===== config.mk =====
export PLATFORM = sky130hd
export DESIGN_NAME = sdram_write_burst
export DESIGN_NICKNAME = d
export VERILOG_FILES = /design/src/rtl/sdram_pkg.sv /design/src/rtl/sdram_addr_gen.sv /design/src/rtl/sdram_write_burst.sv
export SDC_FILE = /design/constraint.sdc
export NUM_CORES = 1
export LEC_CHECK = 0
export ABC_AREA = 1
export BUFFER_PORTS_ARGS = -buffer_cell sky130_fd_sc_hd__buf_2
export CAP_MARGIN = 20
export CORE_MARGIN = 2
export CORE_UTILIZATION = 30
export CTS_BUF_LIST = sky130_fd_sc_hd__clkbuf_16
export DETAILED_ROUTE_END_ITERATION = 16
export MAX_ROUTING_LAYER = met4
export PLACE_DENSITY = 0.58
export SLEW_MARGIN = 20
export SYNTH_ARGS = -nofsm -noshare
export SYNTH_HDL_FRONTEND = slang
export SYNTH_SLANG_ARGS = --single-unit

===== constraint.sdc =====
create_clock -name CLK -period 2.3 [get_ports CLK]
set_input_delay 0.46 -clock CLK [delete_from_list [all_inputs] [get_ports CLK]]
set_output_delay 0.46 -clock CLK [all_outputs]
set_load 0.005 [all_outputs]

===== src/rtl/sdram_pkg.sv =====
// Shared SDRAM definitions: command encodings {CS,RAS,CAS,WE}, one-hot FSM
// states, precharge exit kinds and default timing constants.
package sdram_pkg;

  localparam logic [3:0] CMD_NOP = 4'b0111;
  localparam logic [3:0] CMD_ACT = 4'b0011;
  localparam logic [3:0] CMD_WR  = 4'b0100;
  localparam logic [3:0] CMD_PRE = 4'b0010;

  localparam logic [4:0] ST_IDLE = 5'b00001;
  localparam logic [4:0] ST_REQ  = 5'b00010;
  localparam logic [4:0] ST_ACT  = 5'b00100;
  localparam logic [4:0] ST_WR   = 5'b01000;
  localparam logic [4:0] ST_PRE  = 5'b10000;

  localparam int DEF_BL    = 4;
  localparam int DEF_T_RCD = 3;
  localparam int DEF_T_RP  = 3;

  // What happens when a precharge finishes.
  typedef enum logic [1:0] {
    PK_DONE    = 2'd0,
    PK_SUSPEND = 2'd1,
    PK_ROW     = 2'd2
  } pre_kind_t;

endpackage


===== src/rtl/sdram_addr_gen.sv =====
// Write address tracker: bank/row/column position and remaining-burst count,
// advanced by one burst per step, with the column-wrap lookahead flag.
module sdram_addr_gen
  import sdram_pkg::*;
#(
  parameter int ROW_W = 12,
  parameter int COL_W = 9,
  parameter int BL    = DEF_BL
) (
  input  logic             clk,
  input  logic             rst,
  input  logic             load,
  input  logic             step,
  input  logic [1:0]       bank_in,
  input  logic [ROW_W-1:0] row_in,
  input  logic [COL_W-1:0] col_in,
  input  logic [15:0]      len_in,
  output logic [1:0]       bank,
  output logic [ROW_W-1:0] row,
  output logic [COL_W-1:0] col,
  output logic [COL_W-1:0] col_next,
  output logic             wrap,
  output logic             last
);

  localparam logic [COL_W-1:0] COL_STEP = COL_W'(BL);

  logic [15:0] rem;

  assign col_next = col + COL_STEP;
  assign wrap     = (col_next == '0);
  assign last     = (rem == 16'd1);

  always_ff @(posedge clk) begin
    if (rst) begin
      bank <= '0;
      row  <= '0;
      col  <= '0;
      rem  <= '0;
    end else if (load) begin
      bank <= bank_in;
      row  <= row_in;
      col  <= col_in;
      rem  <= len_in;
    end else if (step) begin
      // Bank stays fixed; a column wrap moves on to the next row.
      col <= col_next;
      if (wrap) row <= row + 1'b1;
      rem <= rem - 16'd1;
    end
  end

endmodule


===== src/rtl/sdram_write_burst.sv =====
// SDRAM write-burst engine: streams FIFO words into open rows as BL-word WR
// bursts, handling bus arbitration, row changes and refresh suspension.
module sdram_write_burst
  import sdram_pkg::*;
#(
  parameter int DW    = 16,
  parameter int ROW_W = 12,
  parameter int COL_W = 9,
  parameter int BL    = DEF_BL,
  parameter int T_RCD = DEF_T_RCD,
  parameter int T_RP  = DEF_T_RP
) (
  input  logic             CLK,
  input  logic             RST,
  input  logic             wr_trig,
  input  logic [1:0]       start_bank,
  input  logic [ROW_W-1:0] start_row,
  input  logic [COL_W-1:0] start_col,
  input  logic [15:0]      wr_len,
  output logic             wr_req,
  input  logic             wr_en,
  input  logic             ref_req,
  output logic             flag_wr_end,
  output logic             done,
  output logic             busy,
  input  logic             din_avail,
  input  logic [DW-1:0]    din,
  output logic             din_rd,
  output logic [3:0]       wr_cmd,
  output logic [ROW_W-1:0] wr_addr,
  output logic [1:0]       bank_addr,
  output logic [DW-1:0]    wr_data
);

  localparam logic [ROW_W-1:0] ALL_BANKS = ROW_W'(1) << 10;

  logic [4:0]       state;
  pre_kind_t        kind;
  pre_kind_t        pre_nxt;
  logic [7:0]       tcnt;
  logic [3:0]       beat;
  logic             in_burst;
  logic             burst_end;
  logic             start;
  logic             pre_go;
  logic             load;
  logic             step;
  logic [COL_W-1:0] start_col_sel;

  logic [1:0]       bank;
  logic [ROW_W-1:0] row;
  logic [COL_W-1:0] col;
  logic [COL_W-1:0] col_next;
  logic             wrap;
  logic             last;

  function automatic logic [ROW_W-1:0] col_addr(input logic [COL_W-1:0] c);
    logic [ROW_W-1:0] a;
    a     = ROW_W'(c);
    a[10] = 1'b0;
    return a;
  endfunction

  assign wr_req    = (state == ST_REQ);
  assign burst_end = in_burst && (beat == 4'(BL - 1));
  assign load      = (state == ST_IDLE) && wr_trig && (wr_len != 16'd0);
  assign step      = (state == ST_WR) && burst_end;

  sdram_addr_gen #(
    .ROW_W (ROW_W),
    .COL_W (COL_W),
    .BL    (BL)
  ) u_addr (
    .clk      (CLK),
    .rst      (RST),
    .load     (load),
    .step     (step),
    .bank_in  (start_bank),
    .row_in   (start_row),
    .col_in   (start_col),
    .len_in   (wr_len),
    .bank     (bank),
    .row      (row),
    .col      (col),
    .col_next (col_next),
    .wrap     (wrap),
    .last     (last)
  );

  // Burst-boundary decisions: bursts are never split, and refresh is only
  // honoured between bursts or while starved for data.
  always_comb begin
    start         = 1'b0;
    start_col_sel = col;
    pre_go        = 1'b0;
    pre_nxt       = PK_DONE;
    case (state)
      ST_ACT: start = (tcnt == 8'(T_RCD)) && din_avail;
      ST_WR: begin
        if (burst_end) begin
          if (last) begin
            pre_go = 1'b1;
          end else if (ref_req) begin
            pre_go  = 1'b1;
            pre_nxt = PK_SUSPEND;
          end else if (wrap) begin
            pre_go  = 1'b1;
            pre_nxt = PK_ROW;
          end else begin
            start         = din_avail;
            start_col_sel = col_next;
          end
        end else if (!in_burst) begin
          if (ref_req) begin
            pre_go  = 1'b1;
            pre_nxt = PK_SUSPEND;
          end else begin
            start = din_avail;
          end
        end
      end
      default: ;
    endcase
  end

  always_ff @(posedge CLK) begin
    if (RST) begin
      state       <= ST_IDLE;
      kind        <= PK_DONE;
      tcnt        <= '0;
      beat        <= '0;
      in_burst    <= 1'b0;
      wr_cmd      <= CMD_NOP;
      wr_addr     <= '0;
      bank_addr   <= '0;
      wr_data     <= '0;
      din_rd      <= 1'b0;
      done        <= 1'b0;
      flag_wr_end <= 1'b0;
      busy        <= 1'b0;
    end else begin
      wr_cmd      <= CMD_NOP;
      din_rd      <= 1'b0;
      done        <= 1'b0;
      flag_wr_end <= 1'b0;

      case (state)
        ST_IDLE: begin
          if (load) begin
            state <= ST_REQ;
            busy  <= 1'b1;
          end
        end
        ST_REQ: begin
          if (wr_en) begin
            state     <= ST_ACT;
            wr_cmd    <= CMD_ACT;
            wr_addr   <= row;
            bank_addr <= bank;
            tcnt      <= 8'd1;
          end
        end
        ST_ACT: begin
          if (tcnt == 8'(T_RCD)) begin
            state <= ST_WR;
            tcnt  <= '0;
          end else begin
            tcnt <= tcnt + 8'd1;
          end
        end
        ST_PRE: begin
          if (tcnt == 8'(T_RP)) begin
            tcnt <= '0;
            case (kind)
              PK_DONE: begin
                state       <= ST_IDLE;
                done        <= 1'b1;
                flag_wr_end <= 1'b1;
                busy        <= 1'b0;
              end
              PK_SUSPEND: begin
                state       <= ST_REQ;
                flag_wr_end <= 1'b1;
              end
              default: begin
                state     <= ST_ACT;
                wr_cmd    <= CMD_ACT;
                wr_addr   <= row;
                bank_addr <= bank;
                tcnt      <= 8'd1;
              end
            endcase
          end else begin
            tcnt <= tcnt + 8'd1;
          end
        end
        ST_WR: ;
        default: state <= ST_IDLE;
      endcase

      // Data beats: wr_data captures din at the start of every beat, so the
      // first word sits on the bus in the same cycle as the WR command.
      if (start) begin
        wr_cmd    <= CMD_WR;
        wr_addr   <= col_addr(start_col_sel);
        bank_addr <= bank;
        din_rd    <= 1'b1;
        wr_data   <= din;
        in_burst  <= 1'b1;
        beat      <= '0;
      end else if (burst_end) begin
        in_burst <= 1'b0;
        beat     <= '0;
      end else if (in_burst) begin
        beat    <= beat + 4'd1;
        din_rd  <= 1'b1;
        wr_data <= din;
      end

      if (pre_go) begin
        state   <= ST_PRE;
        wr_cmd  <= CMD_PRE;
        wr_addr <= ALL_BANKS;
        kind    <= pre_nxt;
        tcnt    <= 8'd1;
      end
    end
  end

endmodule

# Word level (Yosys, flattened, before mapping)
# Cells that the tools add are included.
dict set report word_totals {
  ff_bits 97
  latchBits 0
  ram_bits 0
  rom_bits 0
  inputBits 61
  out_inout_bits 39
  wordCells 168
  memories 0
}
dict set report op_classes {
  addsub 5
  mul 0
  n_div 0
  magnitude_cmp 0
  n_eq_ne 27
  n_shift 0
  mux 77
  bitwise 3
  n_reduce_logical 33
}
# op n
set ops {}
lappend ops {{$mux W16} 5}
lappend ops {{$mux W12} 6}
lappend ops {{$mux W9} 7}
lappend ops {{$mux W1} 27}
lappend ops {{$mux W5} 5}
lappend ops {{$pmux W5 S5} 1}
lappend ops {{$mux W8} 3}
lappend ops {{$pmux W12 S2} 1}
lappend ops {{$pmux W8 S3} 1}
lappend ops {{$mux W11} 2}
lappend ops {{$mux W2} 9}
lappend ops {{$eq A16 B1 Y1 const B} 1}
lappend ops {{$reduce_and A4 Y1} 4}
lappend ops {{$reduce_bool A16 Y1} 1}
lappend ops {{$sub A16 B1 Y16 const B} 1}
lappend ops {{$mux W3} 5}
lappend ops {{$ne A3 B3 Y1 const B} 5}
lappend ops {{$add A12 B1 Y12 const B} 1}
lappend ops {{$pmux W3 S2} 2}
lappend ops {{$reduce_bool A2 Y1} 6}
lappend ops {{$ne A2 B2 Y1 const B} 5}
lappend ops {{$reduce_and A5 Y1} 2}
lappend ops {{$add A9 B3 Y9 const B} 1}
lappend ops {{$logic_not A9 Y1} 1}
lappend ops {{24 further kinds} 43}

# Logic depth before layout (Yosys ltp)
dict set report depth {
  ltp_word 9
  mapped_depth 17
  mapped_depth_nobuf 16
}

# Cells and area by module
# Synthesis repeated with hierarchy kept, for this count alone.
dict set report unflattened {
  hier_cells 798
  area_unflattened_um2 5393.9
}
# mod n_inst cells_each area_each_um2 seq_area_each_um2
set by_module_without_submodules {}
lappend by_module_without_submodules {sdram_write_burst 1 412 2937.8 1141.1}
lappend by_module_without_submodules {sdram_addr_gen 1 386 2456.1 780.7}

# Least setup slack after synthesis
# OpenSTA, ideal clock, no wires.
dict set report synth_path {
  kind {reg2reg}
  startpoint {register u_addr.col[2]}
  endpoint {register wr_addr[5]}
  setup_ns 0.115
  t_arrival_ns 1.895
  path_slack_ns 0.290
  stages_incl_launch_ff 17
  synth_period_minus_slack_ns 2.010
  path_cell_list {dfxtp_1 -> ha_1 -> inv_1 -> nand2_1 -> nand2_1 -> nor2_2 -> nand3_2 -> nor2_4 -> nand2_4 -> nand2_4 -> nand2_4 -> nand2_4 -> buf_8 -> nand2_8 -> buf_12 -> o21ai_1 -> nor2_1}
}
dict set report synth_between {
  elab_chain_cells 9
  word_cells_on_any_way 24
  classes_between {1 x add/sub; 3 x eq/ne; 16 x mux; 4 x reduce/logical}
}
# element line_no
set synth_rtl {}
lappend synth_rtl {{from (decl)} sdram_addr_gen.sv:20} ;# output logic [COL_W-1:0] col,
lappend synth_rtl {{from (signal assigned)} sdram_addr_gen.sv:43} ;# col <= col_in;
lappend synth_rtl {{from (signal assigned)} sdram_addr_gen.sv:47} ;# col <= col_next;
lappend synth_rtl {{$add A9 B3 Y9 *} sdram_addr_gen.sv:30} ;# assign col_next = col + COL_STEP;
lappend synth_rtl {{$logic_not A9 Y1} sdram_addr_gen.sv:31} ;# assign wrap = (col_next == '0);
lappend synth_rtl {{$mux W1} sdram_write_burst.sv:106} ;# end else if (wrap) begin
lappend synth_rtl {{$mux W1} sdram_write_burst.sv:103} ;# end else if (ref_req) begin
lappend synth_rtl {{$mux W1} sdram_write_burst.sv:101} ;# if (last) begin
lappend synth_rtl {{$mux W1} sdram_write_burst.sv:100} ;# if (burst_end) begin
lappend synth_rtl {{$pmux W1 S2} sdram_write_burst.sv:97} ;# case (state)
lappend synth_rtl {{$ne A3 B3 Y1 (no line), or another cell as far along} -}
lappend synth_rtl {{$reduce_and A4 Y1 (no line)} -}
lappend synth_rtl {{to (signal assigned)} sdram_write_burst.sv:158} ;# wr_addr <= row;
lappend synth_rtl {{to (signal assigned)} sdram_write_burst.sv:188} ;# wr_addr <= row;
lappend synth_rtl {{to (signal assigned)} sdram_write_burst.sv:205} ;# wr_addr <= col_addr(start_col_sel);
lappend synth_rtl {{to (decl)} sdram_write_burst.sv:30} ;# output logic [ROW_W-1:0] wr_addr,
# Mark *: on every way between the ends. The rest lies on a longest branch, timed or not.
# A chain may end at the register's enable or synchronous reset.

# Worst setup path after layout
dict set report layout_path {
  startpoint {register tcnt[1]}
  endpoint {register wr_addr[4]}
}
dict set report layout_between {
  elab_chain_cells 5
  word_cells_on_any_way 9
  classes_between {4 x eq/ne; 2 x mux; 3 x reduce/logical}
}
# element line_no
set layout_rtl {}
lappend layout_rtl {{from (decl)} sdram_write_burst.sv:40} ;# logic [7:0] tcnt;
lappend layout_rtl {{from (signal assigned)} sdram_write_burst.sv:168} ;# tcnt <= tcnt + 8'd1;
lappend layout_rtl {{from (signal assigned)} sdram_write_burst.sv:194} ;# tcnt <= tcnt + 8'd1;
lappend layout_rtl {{$eq A8 B2 Y1 *} {sdram_write_burst.sv:98, sdram_write_burst.sv:172}}
lappend layout_rtl {{$logic_and A1 B1 Y1} sdram_write_burst.sv:98} ;# ST_ACT: start = (tcnt == 8'(T_RCD)) && din_avail;
lappend layout_rtl {{$pmux W1 S2} sdram_write_burst.sv:97}
lappend layout_rtl {{$ne A3 B3 Y1 (no line), or another cell as far along} -}
lappend layout_rtl {{$reduce_and A4 Y1 (no line)} -}
# Marks and branches as above.

==> flow_summary.yaml <==
sta:
  finalCriticalPeriod_ns: 2.11
  worstMarginPinSlew_ns: 0.586
  timing.hold.ws_ns: 0.369
  finalHoldViolations: 0
  finalMaxSlewViolations: 0
  slew_headroom: 0.609
  fmax_mhz: 475
  finalSetupViolations: 0
  finalCritPeriodShare: 0.916
  rsz0062_at_grt: "false"
  fin_ws_ns: 0.194
  tns_ns: 0
  clock-skew-final_ns: 0.00786
logic_synthesis:
  yosysSeqAreaShare: 0.357
  synth_edf_count: 0
  synth_xor_area_frac: 0.0277
  synth_flop_cell: "dfxtp_1"
  yosys_warnings: 0
  syn-cell-area_sq_mm: 0.00538
  ys_types: 46
  ys_ff_latch: 96
  synth-adder-area-share: 0.0163
  synthMuxAreaShare: 0
  synth_top_family_by_area: "simple AND/OR/NAND/NOR gates"
  yosys.area_share.simple: 0.369
  syn-instance-count: 788
  syn-num-nets: 856
  synth_compound_area_frac: 0.120
  syn_area_per_cell_sq_um: 6.83
  synth_top_area_share: 0.357
  async_reset_ff_frac: 0
  yosys.area.top_type: "dfxtp_1"
  synth_area_leaders: "dfxtp_1 36%, nand2_1 14%, inv_1 7.3%"
clocking:
  cts.htree.levels: 3
  clockRootBuffer: "clkbuf_16"
  clk_pin_slew_ns: 0.07
  cts_buffers: 9
  holdBufCountCts: 0
  cts.path.max_buffers: 2
  cts_tree: "yes"
  cts-resized-gates: 0
  clock-sinks: 96
  post_cts_buffers: 0
  clk_latency_ns: 0.35
die:
  die_w_um: 138
  die-area_sq_mm: 0.0190
  initial_utilization: 0.309
  coreArea_sq_mm: 0.0174
  ios: 100
  rows: 48
  die_y_um: 138
power_and_ir_drop:
  seqPwrFrac: 0.406
  intPower_w: 0.00340
  p_clk_frac: 0.310
  p_leak_nw: 3.07
  swShare: 0.344
  p_comb_frac: 0.285
  irDropWorstVdd_uv: 477
  p_per_area_mw_per_mm2: 796
  p_sw_w: 0.00179
setup_path:
  end_kind: "flip-flop"
  reg2regPathDepth: 9
  crit_fanout: 14
  reg2reg_to: "wr_addr[4]"
  rr_startpoint: "tcnt[1]"
  required_ns: 2.54
  ff2ff_setup_slack_ns: 0.19
  worstPathArrival_ns: 2.35
  criticalPathCategory: "reg2reg"
  cp-start-kind: "flip-flop"
placed_design:
  place_congestion: 0.857
  post_dp_cell_area_sq_mm: 0.00619
  hpwl_mm: 11.0
  port_buffers: 98
  post-place-ws_ns: 0.146
drt:
  num_vias: 5174
  drt_iter0_drc: 278
  wl_mm: 14.5
  wl_per_cell_um: 12.9
  via_per_inst: 4.61
  drt_first_pass_iters: 5
  ant_nets: 0
  drcViolationCount: 0
final_layout:
  diodes: 0
  postLayoutCellArea_sq_mm: 0.00652
  fillCellCount: 1927
  final_common_cell: "nand2_1"
  drive_above_1_share: 0.214
  final_cell_mix: "197 x nand2_1, 106 x inv_1, 98 x buf_2"
  fin_nets: 960
  syn2layout_area_growth_pct: 21.1
run_status:
  outcome: "complete, no violations"
global_route:
  grt_usage: 0.165
  grt_pass1_wl_mm: 23.8
  grt_pass1_vias: 4756
  grt_max_degree: 34
  grt_overflow: 0
  antenna_found_initial: 0
flow_run:
  max-cap-violations: 0
hold_path:
  hold_path_startpoint: "start_row[1]"
  whs_endpoint: "u_addr.row[1]"
  min_path_cells: 3
  hold_class: "in2reg"
==> state kept, by name, indices dropped and copies added (netlist names), 3 cells and up <==
| register | count |
|---|---|
| state | 5 |
| wr_cmd | 3 |
| wr_data | 16 |
| beat | 4 |
| u_addr.col | 9 |
| u_addr.rem | 16 |
| wr_addr | 12 |
| tcnt | 8 |
| u_addr.row | 12 |
==> routing by layer <==
metal / routed length (um) / part of all wire / GRT usage
met5: 0 / 0 / -
met4: 148 / 0.010 / 0.0351
met3: 699 / 0.048 / 0.0380
met2: 6540 / 0.45 / 0.252
met1: 7080 / 0.49 / 0.223
==> cells in the mapped netlist, types with 6 or more instances <==
| cell type | number |
|---|---|
| nor3_1 | 12 |
| clkbuf_1 | 12 |
| nor2_1 | 96 |
| ha_1 | 7 |
| a31oi_1 | 17 |
| a21oi_1 | 26 |
| o211ai_1 | 6 |
| buf_2 | 8 |
| o21ai_0 | 39 |
| nand2_1 | 197 |
| nand3_1 | 35 |
| xor2_1 | 15 |
| nand3b_1 | 11 |
| nand2_2 | 7 |
| dfxtp_1 | 96 |
| o21ai_1 | 6 |
| nand4_1 | 18 |
| nand3_2 | 18 |
| inv_1 | 105 |
==> through the flow <==
stage | utilization | power (W) | instances
5_1_grt | 0.374 | 0.00556 | 1122
4_1_cts | 0.373 | 0.00523 | 1122
3_3_place_gp | 0.355 | 0.00360 | 1106
3_5_place_dp | 0.355 | 0.00361 | 1106
2_1_floorplan | - | 0.00312 | 788
6_report | 0.374 | 0.00519 | 1122
==> how the worst max path moves through the flow <==
stage	end	slack, ns	start	cells past startpoint
2_1_floorplan	wr_addr[5]	0.29	u_addr.col[2]	16
3_3_place_gp	u_addr.row[4]	0.15	wr_len[2]	9
3_5_place_dp	u_addr.row[7]	0.15	wr_len[2]	9
4_1_cts	wr_addr[7]	0.13	u_addr.col[2]	15
5_1_grt	beat[1]	0.02	u_addr.col[2]	13
6_report	wr_addr[4]	0.19	tcnt[1]	9
==> power groups by stage <==
stage / Sequential (W) / Clock, W / Combinational [W]
floorplan: 0.00208 / 0 / 0.00104
global placement: 0.00214 / 0 / 0.00146
detailed placement: 0.00213 / 0 / 0.00147
CTS: 0.00210 / 0.00165 / 0.00148
global route: 0.00214 / 0.00172 / 0.00170
finish: 0.00210 / 0.00161 / 0.00148
==> layout make-up <==
cell class	count	area, sq um	area share
clock buffers	9	225	0.0346
clock inverters	7	87.6	0.0134
inverters	111	417	0.0639
multi-input cells	553	2880	0.442
flip-flops and latches	96	1920	0.295
well taps	225	282	0.0432
repair buffers	121	704	0.108
==> kinds of logic (layout without fill, tap and decap cells) <==
family | count (synthesis) | after routing
fa+ha+maj | 7 | 7
other cells | 1 | 1
flops | 96 | 96
simple gates | 417 | 417
compound gates | 111 | 111
xor+xnor | 17 | 17
buf+inv | 139 | 248
==> critical path: stages (launching register included) <==
cell and delay, ns:
dfxtp_1 0.35, ha_1 0.22, nand3_1 0.10, nor3_2 0.06, inv_1 0.22, nor3_4 0.08, o21ai_2 0.48, nand2_8 0.17
o21ai_0 0.25, nor2_1 0.07
(Power assumes the default switching activity.)
